`src/rtl/snake_pkg.sv`:
```
`default_nettype none
// ============================================================================
//  Module      : snake_pkg
//  Description : Shared snake-game definitions: the 2-bit heading type, the
//                four heading codes and the opposite-heading helper. Used by
//                the direction queue, movement and renderer logic.
//  Revision    : 1.0 - initial release
// ============================================================================
package snake_pkg;

  typedef logic [1:0] dir_t;

  localparam dir_t DIR_UP    = 2'b00;
  localparam dir_t DIR_RIGHT = 2'b01;
  localparam dir_t DIR_DOWN  = 2'b10;
  localparam dir_t DIR_LEFT  = 2'b11;

  // The encoding puts opposite headings two apart, so flipping bit 1
  // yields the reverse direction.
  function automatic dir_t opposite(input dir_t d);
    return d ^ 2'b10;
  endfunction

endpackage
`default_nettype wire

```
`src/rtl/dir_fifo.sv`:
```
`default_nettype none
// ============================================================================
//  Module      : dir_fifo
//  Description : DEPTH x 2-bit synchronous FIFO of pending headings with
//                simultaneous push/pop. Exposes the head entry, the most
//                recently written entry, occupancy and full/empty flags.
//                The parent must not pop when empty, nor push when full
//                unless a pop happens in the same cycle.
//  Ports       : clk, reset (async, active-low), clear (sync flush)
//                i_push/i_data  - write i_data at the tail
//                i_pop          - remove the head entry
//                o_head, o_tail - oldest / newest stored entry
//                o_level, o_full, o_empty - occupancy status
//  Revision    : 1.0 - initial release
// ============================================================================
module dir_fifo
  import snake_pkg::*;
#(
  parameter int DEPTH = 4
) (
  input  logic                     clk,
  input  logic                     reset,
  input  logic                     clear,
  input  logic                     i_push,
  input  logic                     i_pop,
  input  logic [1:0]               i_data,
  output logic [1:0]               o_head,
  output logic [1:0]               o_tail,
  output logic [$clog2(DEPTH):0]   o_level,
  output logic                     o_full,
  output logic                     o_empty
);

  localparam int            AW     = $clog2(DEPTH);
  localparam logic [AW:0]   C_FULL = (AW + 1)'(DEPTH);

  dir_t          r_mem [DEPTH];
  logic [AW-1:0] r_wptr;
  logic [AW-1:0] r_rptr;
  logic [AW:0]   r_level;
  logic [AW-1:0] w_tail_idx;

  always_ff @(posedge clk or negedge reset) begin
    if (!reset) begin
      r_wptr  <= '0;
      r_rptr  <= '0;
      r_level <= '0;
      for (int i = 0; i < DEPTH; i++) begin
        r_mem[i] <= '0;
      end
    end else if (clear) begin
      r_wptr  <= '0;
      r_rptr  <= '0;
      r_level <= '0;
    end else begin
      if (i_push) begin
        r_mem[r_wptr] <= i_data;
        r_wptr        <= r_wptr + 1'b1;   // power-of-2 depth: natural wrap
      end
      if (i_pop) begin
        r_rptr <= r_rptr + 1'b1;
      end
      case ({i_push, i_pop})
        2'b10:   r_level <= r_level + 1'b1;
        2'b01:   r_level <= r_level - 1'b1;
        default: r_level <= r_level;
      endcase
    end
  end

  // Newest entry sits just behind the write pointer.
  assign w_tail_idx = r_wptr - 1'b1;

  assign o_head  = r_mem[r_rptr];
  assign o_tail  = r_mem[w_tail_idx];
  assign o_level = r_level;
  assign o_full  = (r_level == C_FULL);
  assign o_empty = (r_level == '0);

endmodule
`default_nettype wire

```
`src/rtl/dir_queue.sv`:
```
`default_nettype none
// ============================================================================
//  Module      : dir_queue
//  Description : Converts direction button pulses into the snake heading.
//                Legal turns are queued; no-op and reversal requests are
//                dropped; one queued turn is applied per game tick.
//  Ports       : clk, reset (async, active-low), clear (sync restart)
//                btn_up/right/down/left - one-cycle request pulses
//                tick     - game-step strobe
//                dir      - current heading (00 U, 01 R, 10 D, 11 L)
//                turned   - pulse: dir changed on the last tick
//                dropped  - pulse: request was same/opposite direction
//                overflow - pulse: legal request lost, queue full
//                level    - queue occupancy
//  Revision    : 1.0 - initial release
// ============================================================================
module dir_queue
  import snake_pkg::*;
#(
  parameter int   DEPTH    = 4,
  parameter dir_t INIT_DIR = DIR_RIGHT
) (
  input  logic                   clk,
  input  logic                   reset,
  input  logic                   clear,
  input  logic                   btn_up,
  input  logic                   btn_right,
  input  logic                   btn_down,
  input  logic                   btn_left,
  input  logic                   tick,
  output logic [1:0]             dir,
  output logic                   turned,
  output logic                   dropped,
  output logic                   overflow,
  output logic [$clog2(DEPTH):0] level
);

  dir_t w_cand;
  dir_t w_last;
  dir_t w_head;
  dir_t w_tail;
  logic w_req;
  logic w_reject;
  logic w_pop;
  logic w_push;
  logic w_lost;
  logic w_full;
  logic w_empty;

  dir_t r_dir;
  logic r_turned;
  logic r_dropped;
  logic r_overflow;

  // Fixed-priority encode; lower-priority simultaneous presses vanish.
  always_comb begin
    w_cand = DIR_LEFT;
    if (btn_up)         w_cand = DIR_UP;
    else if (btn_right) w_cand = DIR_RIGHT;
    else if (btn_down)  w_cand = DIR_DOWN;
  end

  assign w_req = btn_up | btn_right | btn_down | btn_left;

  // Filter against the heading the snake will have once the queue drains,
  // so a pending turn can't be followed by its own reversal.
  assign w_last   = w_empty ? r_dir : w_tail;
  assign w_reject = (w_cand == w_last) || (w_cand == opposite(w_last));

  // A pop frees a slot in the same cycle, so a full queue may still accept.
  assign w_pop  = tick & ~w_empty & ~clear;
  assign w_push = w_req & ~w_reject & (~w_full | w_pop) & ~clear;
  assign w_lost = w_req & ~w_reject & w_full & ~w_pop;

  dir_fifo #(
    .DEPTH (DEPTH)
  ) u_fifo (
    .clk     (clk),
    .reset   (reset),
    .clear   (clear),
    .i_push  (w_push),
    .i_pop   (w_pop),
    .i_data  (w_cand),
    .o_head  (w_head),
    .o_tail  (w_tail),
    .o_level (level),
    .o_full  (w_full),
    .o_empty (w_empty)
  );

  always_ff @(posedge clk or negedge reset) begin
    if (!reset) begin
      r_dir      <= INIT_DIR;
      r_turned   <= 1'b0;
      r_dropped  <= 1'b0;
      r_overflow <= 1'b0;
    end else if (clear) begin
      r_dir      <= INIT_DIR;
      r_turned   <= 1'b0;
      r_dropped  <= 1'b0;
      r_overflow <= 1'b0;
    end else begin
      if (w_pop) begin
        r_dir <= w_head;
      end
      r_turned   <= w_pop;
      r_dropped  <= w_req & w_reject;
      r_overflow <= w_lost;
    end
  end

  assign dir      = r_dir;
  assign turned   = r_turned;
  assign dropped  = r_dropped;
  assign overflow = r_overflow;

endmodule
`default_nettype wire
```
`config.mk`:
```
export PLATFORM = sky130hd
export DESIGN_NAME = dir_queue
export DESIGN_NICKNAME = d
export VERILOG_FILES = /design/src/rtl/snake_pkg.sv /design/src/rtl/dir_fifo.sv /design/src/rtl/dir_queue.sv
export SDC_FILE = /design/constraint.sdc
export NUM_CORES = 1
export LEC_CHECK = 0
export CELL_PAD_IN_SITES_DETAIL_PLACEMENT = 1
export CELL_PAD_IN_SITES_GLOBAL_PLACEMENT = 1
export CORE_MARGIN = 2
export CORE_UTILIZATION = 38
export CTS_CLUSTER_DIAMETER = 80
export DETAILED_ROUTE_END_ITERATION = 8
export HOLD_SLACK_MARGIN = 0.08
export MAX_ROUTING_LAYER = met4
export PLACE_DENSITY_LB_ADDON = 0.1
export REMOVE_ABC_BUFFERS = 1
export SYNTH_ARGS = -nofsm -noshare
export SYNTH_HDL_FRONTEND = slang
export SYNTH_SLANG_ARGS = --single-unit
```
`constraint.sdc`:
```
create_clock -name clk -period 4.7 [get_ports clk]
set_clock_uncertainty 0.05 [all_clocks]
set_input_delay 0.705 -clock clk [delete_from_list [all_inputs] [get_ports clk]]
set_output_delay 0.705 -clock clk [all_outputs]
set_load 0.02 [all_outputs]
```
=== After elaboration in Yosys (flattened, before gate mapping) ===
Cells that the tools add are included.

* Flip-flop bits (word level): 20
* Bits of input ports: 8
* Word-level logic and storage cells: 77

* Bitwise logic cells: 21
* Add/subtract/negate cells: 5
* Eq/ne operators: 5
* Mux-type cells: 24
* Magnitude comparators: 4
* Reduce and logical (&&, ||, !) cells: 7

{| class="wikitable"
|+ Operator list
! kind !! number
|-
| $mux 2 || 14
|-
| $ge 3x3->1 const B || 3
|-
| $not 2->3 || 3
|-
| $and 1x1->1 || 8
|-
| $bmux 2 s2 || 2
|-
| $bwmux 8 || 1
|-
| $not 1->1 || 6
|-
| $pmux 3 s2 || 1
|-
| $add 2x1->2 const B || 2
|-
| $demux 2 s2 || 1
|-
| $eq 2x2->1 || 2
|-
| $mux 1 || 4
|-
| $or 1x1->1 || 4
|-
| $reduce_bool 2->1 || 2
|-
| $add 3x1->3 const B || 1
|-
| $eq 3x3->1 const B || 1
|-
| $logic_not 3->1 || 1
|-
| $lt 3x1->1 const B || 1
|-
| $mux 3 || 1
|-
| $reduce_bool 3->1 || 1
|-
| $sub 3x1->3 const B || 1
|-
| $eq 2x1->1 const B || 1
|-
| $eq 2x2->1 const B || 1
|-
| $reduce_and 2->1 || 1
|-
| 3 further kinds || 3
|}

=== Depth between registers and ports, before layout ===
* Depth after elaboration: 16
* Mapped depth: 12
* Depth with buffers taken out: 11

=== Cells and area by module ===
From an unflattened synthesis, not the netlist that was laid out.

* Cell total of the unflattened synthesis: 86
* Area, all modules: 1091.0 sq um

{| class="wikitable"
|+ By module, submodules not included
! module !! area an instance (sq um) !! sequential area each (sq um) !! cells each !! instances
|-
| dir_fifo || 828.3 || 375.4 || 63 || 1
|-
| dir_queue || 262.8 || 126.4 || 23 || 1
|}

=== Least setup slack after synthesis ===
No wires, ideal clock.

* Kind: reg2reg
* Start point: register u_fifo.r_wptr[0]
* End point: register u_fifo.r_level[2], in the netlist u_fifo.o_level[2]
* Period minus slack after synthesis: 3.054 ns
* Library setup time: 0.069 ns
* Path slack: 1.646 ns
* Arrival time: 2.935 ns
* Path buffers: 1
* Stages on the path, launching flop included: 13
* Required time: 4.581 ns
* Cells stage by stage: dfrtp_1 inv_1 ha_1 mux4_2 mux2i_4 xnor2_1 buf_6 a21boi_0 fa_1 or4_1 a21oi_1 a211oi_1 nand3_1

* Word-level cells in the longest chain between the ends: 16
* Elaborated cells on any way between the ends: 19
* Classes of those cells: add/sub: 1; eq/ne: 4; mux: 6; bitwise: 6; reduce/logical: 2

{| class="wikitable"
|+ Ends and longest elaborated chain
! element !! RTL line !! RTL
|-
| start, declared || dir_fifo.sv:38 || <nowiki>logic [AW-1:0] r_wptr;</nowiki>
|-
| start signal, assigned || dir_fifo.sv:58 || <nowiki>r_wptr <= r_wptr + 1'b1;</nowiki>
|-
| $sub 2x1->2 * || dir_fifo.sv:72 || <nowiki>assign w_tail_idx = r_wptr - 1'b1;</nowiki>
|-
| $not 2->3 (not written as such) * || dir_fifo.sv:75 || <nowiki>assign o_tail = r_mem[w_tail_idx];</nowiki>
|-
| $bmux 2 s2 * || dir_fifo.sv:75 ||
|-
| $mux 2 (not written as such) * (2 in a row) || dir_fifo.sv:75 ||
|-
| $mux 2 * || dir_queue.sv:67 || <nowiki>assign w_last = w_empty ? r_dir : w_tail;</nowiki>
|-
| $not 1->1 (no line) || - ||
|-
| $eq 2x2->1 || dir_queue.sv:68 || <nowiki>assign w_reject = (w_cand == w_last) || (w_cand == opposite(w_last));</nowiki>
|-
| $logic_or 1x1->1 * || dir_queue.sv:68 ||
|-
| $not 1->1 * || dir_queue.sv:72 || <nowiki>assign w_push = w_req & ~w_reject & (~w_full | w_pop) & ~clear;</nowiki>
|-
| $and 1x1->1 * (3 in a row) || dir_queue.sv:72 ||
|-
| $eq 2x1->1 or $eq 2x2->1 (tied branches) || dir_fifo.sv:63 || <nowiki>case ({i_push, i_pop})</nowiki>
|-
| $pmux 3 s2 || dir_fifo.sv:63 ||
|-
| $mux 3 || dir_fifo.sv:51 || <nowiki>end else if (clear) begin</nowiki>
|-
| end signal, assigned || dir_fifo.sv:64 || <nowiki>2'b10: r_level <= r_level + 1'b1;</nowiki>
|-
| end signal, assigned || dir_fifo.sv:65 || <nowiki>2'b01: r_level <= r_level - 1'b1;</nowiki>
|-
| end signal, assigned || dir_fifo.sv:66 || <nowiki>default: r_level <= r_level;</nowiki>
|-
| end, declared || dir_fifo.sv:40 || <nowiki>logic [AW:0] r_level;</nowiki>
|}

Mark *: on every way between the ends. The rest lies on a longest branch, timed or not. The select of a mux whose other input is x is not followed.
A chain may end at the register's enable or synchronous reset.

=== Final worst setup path ===
Ends and elaborated chain as after synthesis.

==> results.md <==
* DRT Wirelength at about 2600 µm
* Setup TNS at 0 ns
* Leading area contributor after synthesis: dfrtp_1
* GRT overflow at 0
* # IOs at 16
* Final Max Slew Viols at 0
* Reg2Reg Setup Slack at 1.0 ns
* First-pass GRT wire length at 4560 µm
* Mapped cell area at 1200 µm²
* FF+latch area at between 500 and 600 µm²
* IO Port Bufs at 15
* Fin crit period at 3.70 ns
* Core Footprint at 3030 µm²
* Final period utilization at 0.788
* Die W at 60.3 µm
* Worst r2r src: u_fifo.r_wptr[0]$_DFFE_PN0P_
* Top cell type's share of synthesized area at 0.395
* Endpoints failing setup at 0
* Crit path launch: u_fifo.r_wptr[0]$_DFFE_PN0P_
* Total CTS buffers at 3
* PD cells at about 560 nW/µm²
* Chip height at 60.3 µm
* H-tree Lvls at 1
* Via count at 899
* Nature of the critical path startpoint: register
* Largest net degree at the start of global routing at 23
* # resized after CTS at 0
* Pleak at 0.000602 µW
* F_max at around 270 MHz
* Slowest cell on crit path: xnor2_1
* Unrepaired setup endpoints after global routing: no
* Worst Path Arrival at 3.89 ns
* Worst-margin pin slew at between 0.9 and 1 ns
* Total power at approximately 800 µW
* CP endpoint kind: register
* CP Max Fanout at 12
* Largest stage delay on the critical path at 0.72 ns
* Run status: complete, no violations
* Clock Pin Slew Worst Setup and Hold Paths at 0.12 ns
* Largest cells by area after synthesis: dfrtp_1, mux4_2, mux2_4
* Footprint of the multi-input gates at 664 µm²
* Inserted Diodes at 0
* CTS max path bufs at 2
* Most frequent cells in the layout: dfrtp_1, clkdlybuf4s50_1, nor2_1
* Sequential element share of the synthesized area at 0.416
* #FFs+latches synth at 20
* Root Buffer: clkbuf_4
* Initial drt markers at 24
* Commonest non-fill, non-tap cell in the layout: dfrtp_1
* Row cnt at 20
* # DRC at 0
* CP required at 4.89 ns
* Worst skew pair latency at ~0.30 ns
* Pre-antenna DRT Iters at 4
* Crit Path Category: reg2reg
* Post-CTS Setup Bufs at 0
* Gpl congestion at 0.816
* Total Nets Final at 139
* Syn avg cell area at 11.1 µm²
* CTS tree: done
* Final Hold Fails at 0
* Routed vias/inst at around 5.3
* Hold_sp: u_fifo.r_mem[1]$_DFFE_PN0P_
* Drt wl/cell at 15.4 µm
* CTS Hold Buffers Added at 0
* Starting density of the core at 0.398
* Max cap viols at 0
* Final antenna-violating net count at 0
* Yosys Warn Count at 0
* Die Area at 3640 µm²
* Syn Inst Count at 109
* Fillers at 338
* Worst-path cell chain: inv_1 > ha_1 > mux4_2 > mux2i_4 > xnor2_1 > a21boi_0 > fa_1 > or4_1 > a21oi_1 > a211oi_1 > nand3_1
* Tot GR Track Use at 0.175
* Netlist cell types at 40
* Class of the worst hold path: reg2reg
* Area grow syn2layout at 19.0%
* Worst VDD drop at 0.000209 V
* Hold_ws at approximately 0.46 ns
* Antenna violations before repair at 0
* Dpl hpwl at a little over 2000 µm
* Share of cells above drive strength 1 at 0.160
* Number of global-route vias before repair at 909
* Clock Sink Count at 20
* Slew Limit Headroom at 0.394
[metrics by stage]
step,area (µm²),worst slack [ns],util,instances
after global placement,1400,1.08,0.462,165
after floorplan,1180,1.47,-,104
after detailed placement,1400,0.875,0.462,165
after CTS,1430,0.965,0.474,169
final,1430,0.996,0.474,169
after global routing,1430,0.703,0.474,169
[state kept, by name (all words and copies together), names as in the netlist]
register,cells
dir,2
overflow,1
u_fifo.r_wptr,2
u_fifo.r_rptr,2
u_fifo.o_level,3
turned,1
dropped,1
u_fifo.r_mem,8
[critical path: cells and delay by family, from the launching register on]
kind            cells  cell delay, ns
fa+ha+maj           2            0.80
mux                 2            0.34
simple gates        2            0.65
buf+inv             1            0.11
compound gates      3            0.49
flops               1            0.47
xor+xnor            1            0.72
[synth_stat cells (all sizes together)]
library cell  number
o211ai             3
nand3b             2
xnor2              1
a21o               1
a31o               1
inv                3
nor4b              1
xor2               3
nor3b              5
nor3               4
dfrtp             19
o22ai              2
o31ai              1
nor2b              1
clkbuf             3
nand3              4
mux4               3
nand2              7
dfstp              1
fa                 1
a311oi             1
nor2               8
or4                1
o21ai              2
a211oi             1
nand2b             2
buf                2
and3               4
mux2i              1
nor4               2
a21boi             1
a21oi              5
a31oi              1
ha                 4
mux2               8
[metal layers]
metal	vias to the layer above	global-route usage	part of all wire
li1	431	-	-
met1	448	0.252	0.50
met2	15	0.256	0.45
met3	5	0.0260	0.031
met4	0	0.0476	0.013
met5	-	-	0
[area by class of cell]
class	instances	share of cell area
multi-input combinational	81	0.463
sequential	20	0.350
timing repair buffer	17	0.115
tap	44	0.0384
clock buffer	4	0.0253
inverter	3	0.00785
[report_power, final]
part / leakage (µW) / total [µW] / switching [µW] / internal [µW]
logic: 0.000317 / 399 / 207 / 192
registers: 0.000264 / 298 / 65.4 / 232
clock network: 0.0000210 / 100 / 53.1 / 47.2
[final timing paths]
check / endpoint / cells past startpoint
max reg2reg: u_fifo.o_level[2]$_DFFE_PN0P_ / 11
max in group asynchronous: u_fifo.o_level[1]$_DFFE_PN0P_ / 1
max: u_fifo.o_level[2]$_DFFE_PN0P_ / 11
min: u_fifo.r_mem[1]$_DFFE_PN0P_ / 1
min in group asynchronous: u_fifo.r_mem[7]$_DFFE_PN0P_ / 1
min reg2reg: u_fifo.r_mem[1]$_DFFE_PN0P_ / 1
[logic make-up after synthesis]
| logic type | count (synthesis) | synth area share |
|---|---|---|
| AO/OA/AOI/OAI | 19 | 0.106 |
| AND/OR/NAND/NOR | 41 | 0.196 |
| flip-flops | 20 | 0.416 |
| buffers and inverters | 8 | 0.0322 |
| adder cells (fa/ha/maj) | 5 | 0.0582 |
| XOR/XNOR | 4 | 0.0291 |
| multiplexers | 12 | 0.162 |
Note: power is estimated with default switching activity, not from simulation.
==> variant 1: new RTL, config.mk and constraints unchanged <==
Put a register stage on the output `level`, cleared by the reset. The value now appears one clock later. The other outputs are not delayed to match.
--- a/src/rtl/dir_queue.sv
+++ b/src/rtl/dir_queue.sv
@@ -35,4 +35,6 @@
   output logic [$clog2(DEPTH):0] level
 );
+
+  logic [$clog2(DEPTH):0] level_d;
 
   dir_t w_cand;
@@ -84,5 +86,5 @@
     .o_head  (w_head),
     .o_tail  (w_tail),
-    .o_level (level),
+    .o_level (level_d),
     .o_full  (w_full),
     .o_empty (w_empty)
@@ -115,4 +117,12 @@
   assign overflow = r_overflow;
 
+  always_ff @(posedge clk or negedge reset) begin
+    if (!reset) begin
+      level <= '0;
+    end else begin
+      level <= level_d;
+    end
+  end
+
 endmodule
 `default_nettype wire
Function: changed (Yosys sat finds a counterexample within 4 cycles, from zero or initial values and one cycle with reset low).
==> variant 1 against the original RTL <==
Count of clock-buffer cells in the layout is 1 lower. First-iteration DRC count shrank 25%. Setup slack got worse by 0.013 ns. Total power is 4.4% higher. Sequential power increased by 12%. Worst hold slack better by 0.016 ns. Non-clock buffer count did not move. Design area is 4.8% higher. Die area rose by 5.8%. Sequential cell count grew 3. Synthesized area rose by 6.2%. Sequential share of layout area is 3.4 points higher. Wire length is 8.2% higher.
==> variant 1: results (changes against the original RTL) <==
stage,metric,value,unit,change
status,outcome,"complete, no violations",,
cts,path_clk_slew,0.14,ns,+0.02 ns
power,leakage,0.6356,nW,+5.6%
cts,clock_sinks,23,,+15%
synthesis,ys_top_cells_by_count,"dfrtp_1, nor2_1, nand2_1",,
drt,vias_per_cell,5.282,,-0.71%
layout,bufAreaShareNonClock,0.1099,,-0.005274
grt,track_usage,0.1772,,+0.001926
layout,fin_cells,174,,+3.0%
die,start_util,0.3897,,-0.008220
layout,seq-cell-share,0.3838,,+0.03394
grt,grt_max_degree,24,,+4.3%
placed_design,gp_congestion,0.8112,,-0.53%
synthesis,synthMuxAreaShare,0.1525,,-0.009501
layout,final_net_count,142,,+2.2%
synthesis,synth.area.top_cells,"dfrtp_1, mux4_2, mux2_4",,
layout,fillerInstances,371,,+9.8%
power,vdd_drop_max,0.2220,mV,+6.1%
layout,post-route-util,0.4575,,-0.01603
grt,grt_pass1_vias,964,,+6.1%
cts,clock_latency,0.32,ns,+0.02 ns
layout,multi_input_area_share,0.4421,,-0.02122
placed_design,place_ws,0.9019,ns,+0.02652 ns
synthesis,synth_compound_area_frac,0.09971,,-0.006212
layout,drive_gt1_frac,0.1563,,-0.003750
drt,initialDrtViolationCount,18,,-25%
layout,final-clk-cell-share,0.01832,,-0.006987
synthesis,synth_xor_area_frac,0.02737,,-0.001705
drt,wl_per_cell,16.24,microns,+5.1%
synthesis,syn_avg_cell_area,11.43,sq um,+3.4%
synthesis,async_flop_share,1.000,,unchanged
synthesis,synth_seq_area_share,0.4506,,+0.03423
grt,grt_pass1_wl,4671,microns,+2.4%
==> variant 1: cell count changes in the layout (fill, tap and decap cells not counted), sizes merged <==
cell | unedited run | this run
clkbuf | 4 | 3
clkinv | 0 | 1
dfrtp | 19 | 22
==> variant 1: path summary, 6_finish.rpt <==
check | start | to | slack (ns) | depth (start not counted)
min reg2reg | u_fifo.r_mem[7] | u_fifo.r_mem[7] | 0.48 | 1
max reg2reg | u_fifo.r_wptr[0] | u_fifo.o_level[2] | 0.98 | 11
max | u_fifo.r_wptr[0] | u_fifo.o_level[2] | 0.98 | 11
min in group asynchronous | reset | level[0] | 0.88 | 1
min | u_fifo.r_mem[7] | u_fifo.r_mem[7] | 0.48 | 1
max in group asynchronous | reset | u_fifo.r_mem[0] | 3.09 | 1
==> variant 1: logic make-up (layout without fill, tap and decap cells) <==
kind of cell | count (synthesis) | in the layout
multiplexers | 12 | 12
AO/OA/AOI/OAI | 19 | 19
AND/OR/NAND/NOR | 41 | 41
flip-flops | 23 | 23
buffers and inverters | 8 | 24
adder cells (fa/ha/maj) | 5 | 5
XOR/XNOR | 4 | 4
==> variant 1: where the power goes <==
part           internal [W]  switching, W  total (W)
clock             0.0000318     0.0000641  0.0000959
sequential         0.000266     0.0000673   0.000333
combinational      0.000188      0.000214   0.000403
==> variant 1: metal layers <==
metal | GRT usage | vias up | wire, microns
met5 | - | - | 0
met3 | 0.03106 | 4 | 59
met1 | 0.2354 | 461 | 1336
li1 | - | 441 | -
met4 | 0.06687 | 0 | 40
met2 | 0.2693 | 13 | 1388
==> variant 2: new RTL, config.mk and constraints unchanged <==
Without the edit above. `DEPTH` is set to 4 in 2 places; all go to 8.
--- a/src/rtl/dir_fifo.sv
+++ b/src/rtl/dir_fifo.sv
@@ -17,5 +17,5 @@
   import snake_pkg::*;
 #(
-  parameter int DEPTH = 4
+  parameter int DEPTH = 8
 ) (
   input  logic                     clk,
--- a/src/rtl/dir_queue.sv
+++ b/src/rtl/dir_queue.sv
@@ -18,5 +18,5 @@
   import snake_pkg::*;
 #(
-  parameter int   DEPTH    = 4,
+  parameter int   DEPTH    = 8,
   parameter dir_t INIT_DIR = DIR_RIGHT
 ) (
Interface: changed (resized level); port bits go from 16 to 17. The function was not compared with the original's and may differ.
==> variant 2 against the original RTL <==
Wire length increased by 66%. Design area is 52% higher. Setup slack got worse by 0.17 ns. Synthesized area increased by 56%. Sequential cell count grew 11. Die area is 52% higher. Largest power group unchanged. Critical endpoint is now u_fifo.o_level[3]. Critical path type is now in2reg. Final cell count rose by 51%. Largest cell class unchanged. Total power rose by 60%.
==> variant 2: results (changes against the original RTL) <==
stage,metric,value,unit,change
status,outcome,"complete, no violations",,
cts,post_cts_buffers,0,,unchanged
placed_design,io_buffers,16,,+1
synthesis,synth_seq_area_share,0.4126,,-0.003782
drt,num_vias,1402,,+56%
cts,cts_max_level,2,,+1
cts,numCtsBuffers,5,,+2
power,p_int,0.0007583,W,+61%
grt,grt_pass1_wl,7224,microns,+58%
setup_path,cp-startpoint,btn_up,,
setup_path,r2r-start,u_fifo.r_wptr[1],,
drt,routed_wl,4341,microns,+66%
drt,wl_met3,204,microns,+160%
cts,clock_latency,0.28,ns,-0.02 ns
placed_design,dp_hpwl,3257,microns,+61%
min_path,holdPathEnd,u_fifo.r_mem[5],,
grt,gr-usage-met2,0.3107,,+0.05451
grt,grt_pass1_vias,1460,,+61%
grt,track_usage,0.1842,,+0.008856
synthesis,syn_avg_cell_area,11.14,sq um,+0.80%
power,seqPwrFrac,0.348,,-0.026
layout,fillerInstances,536,,+59%
power,comb_power_share,0.494,,-0.006
synthesis,ys_top_cells_by_count,"dfrtp_1, nor2_1, mux2_2",,
layout,largest_reg_flops,16,,+8
placed_design,place_area,0.002103,sq mm,+50%
synthesis,synth.area.top_cells,"dfrtp_1, mux2_2, mux4_2",,
setup_path,worst_ep_arrival_time,4.05,ns,+0.16 ns
setup_path,r2r_slack,0.83,ns,-0.17 ns
placed_design,gp_congestion,0.8182,,+0.33%
min_path,min-delay-start,u_fifo.r_mem[5],,
placed_design,dp_cells,247,,+50%
power,leakage,0.9672,nW,+61%
layout,drive_gt1_frac,0.2074,,+0.04745
setup_path,critPathMaxStageDelay,0.54,ns,-0.18 ns
min_path,holdCritPathClass,reg2reg,,
drt,wirelength_met1,1863,microns,+42%
layout,fin_cells,255,,+51%
sta,tightest_slew,0.5869,ns,-0.3155 ns
drt,met2WireLength,2174,microns,+84%
setup_path,critPathMaxFanout,6,,-6
setup_path,crit_slowest_cell,nor4_1,,
grt,gr-max-usage-layer,met2,,
drt,initialDrtViolationCount,56,,+130%
setup_path,r2r_end,u_fifo.o_level[3],,
cts,path_clk_slew,0.07,ns,-0.05 ns
synthesis,synth.distinct_cells,46,,+15%
setup_path,worstRegToRegCells,13,,+2
cts,cts_root_buf,clkbuf_8,,
-- variant 2: cell count changes after synthesis, moves of 3 or more --
| cell | before | now |
|---|---|---|
| nand2_1 | 7 | 11 |
| a21oi_1 | 4 | 9 |
| mux2_2 | 0 | 15 |
| nor3_1 | 3 | 6 |
| a21o_1 | 1 | 4 |
| nor2_1 | 8 | 17 |
| nor3b_1 | 5 | 1 |
| mux2i_1 | 0 | 5 |
| dfrtp_1 | 19 | 30 |
| mux2_1 | 4 | 1 |
-- variant 2: stage by stage --
step                utilization  hold slack (ns)  worst slack (ns)  total power (W)
CTS                      0.4595           0.4439            0.7940         0.001286
floorplan                     -           0.3594             1.070        0.0008665
global route             0.4595           0.4772            0.5595         0.001370
detailed placement       0.4424           0.4293            0.5057         0.001080
global placement         0.4424           0.4314            0.8019         0.001056
finish                   0.4595           0.4399            0.8256         0.001272
-- variant 2: final cells by class --
cell class / count / area [sq um] / area share
Sequential cell: 31 / 777.0 / 0.3557
Inverter: 5 / 18.77 / 0.008591
Tap cell: 67 / 83.83 / 0.03837
Clock buffer: 7 / 76.32 / 0.03494
Multi-Input combinational cell: 123 / 1026 / 0.4696
Timing Repair Buffer: 21 / 197.7 / 0.09049
Clock inverter: 1 / 5.005 / 0.002291
-- variant 2: cells by family (layout without fill, tap and decap cells) --
logic type,count (synthesis),after routing,share of synthesized area
DFF,31,31,0.4126
muxes,30,30,0.2219
buffers and inverters,15,34,0.04252
adders and majority gates,6,6,0.04385
AOI/OAI and AO/OA,26,26,0.09435
xor gates and xnor gates,6,6,0.02791
and+or+nand+nor,55,55,0.1568
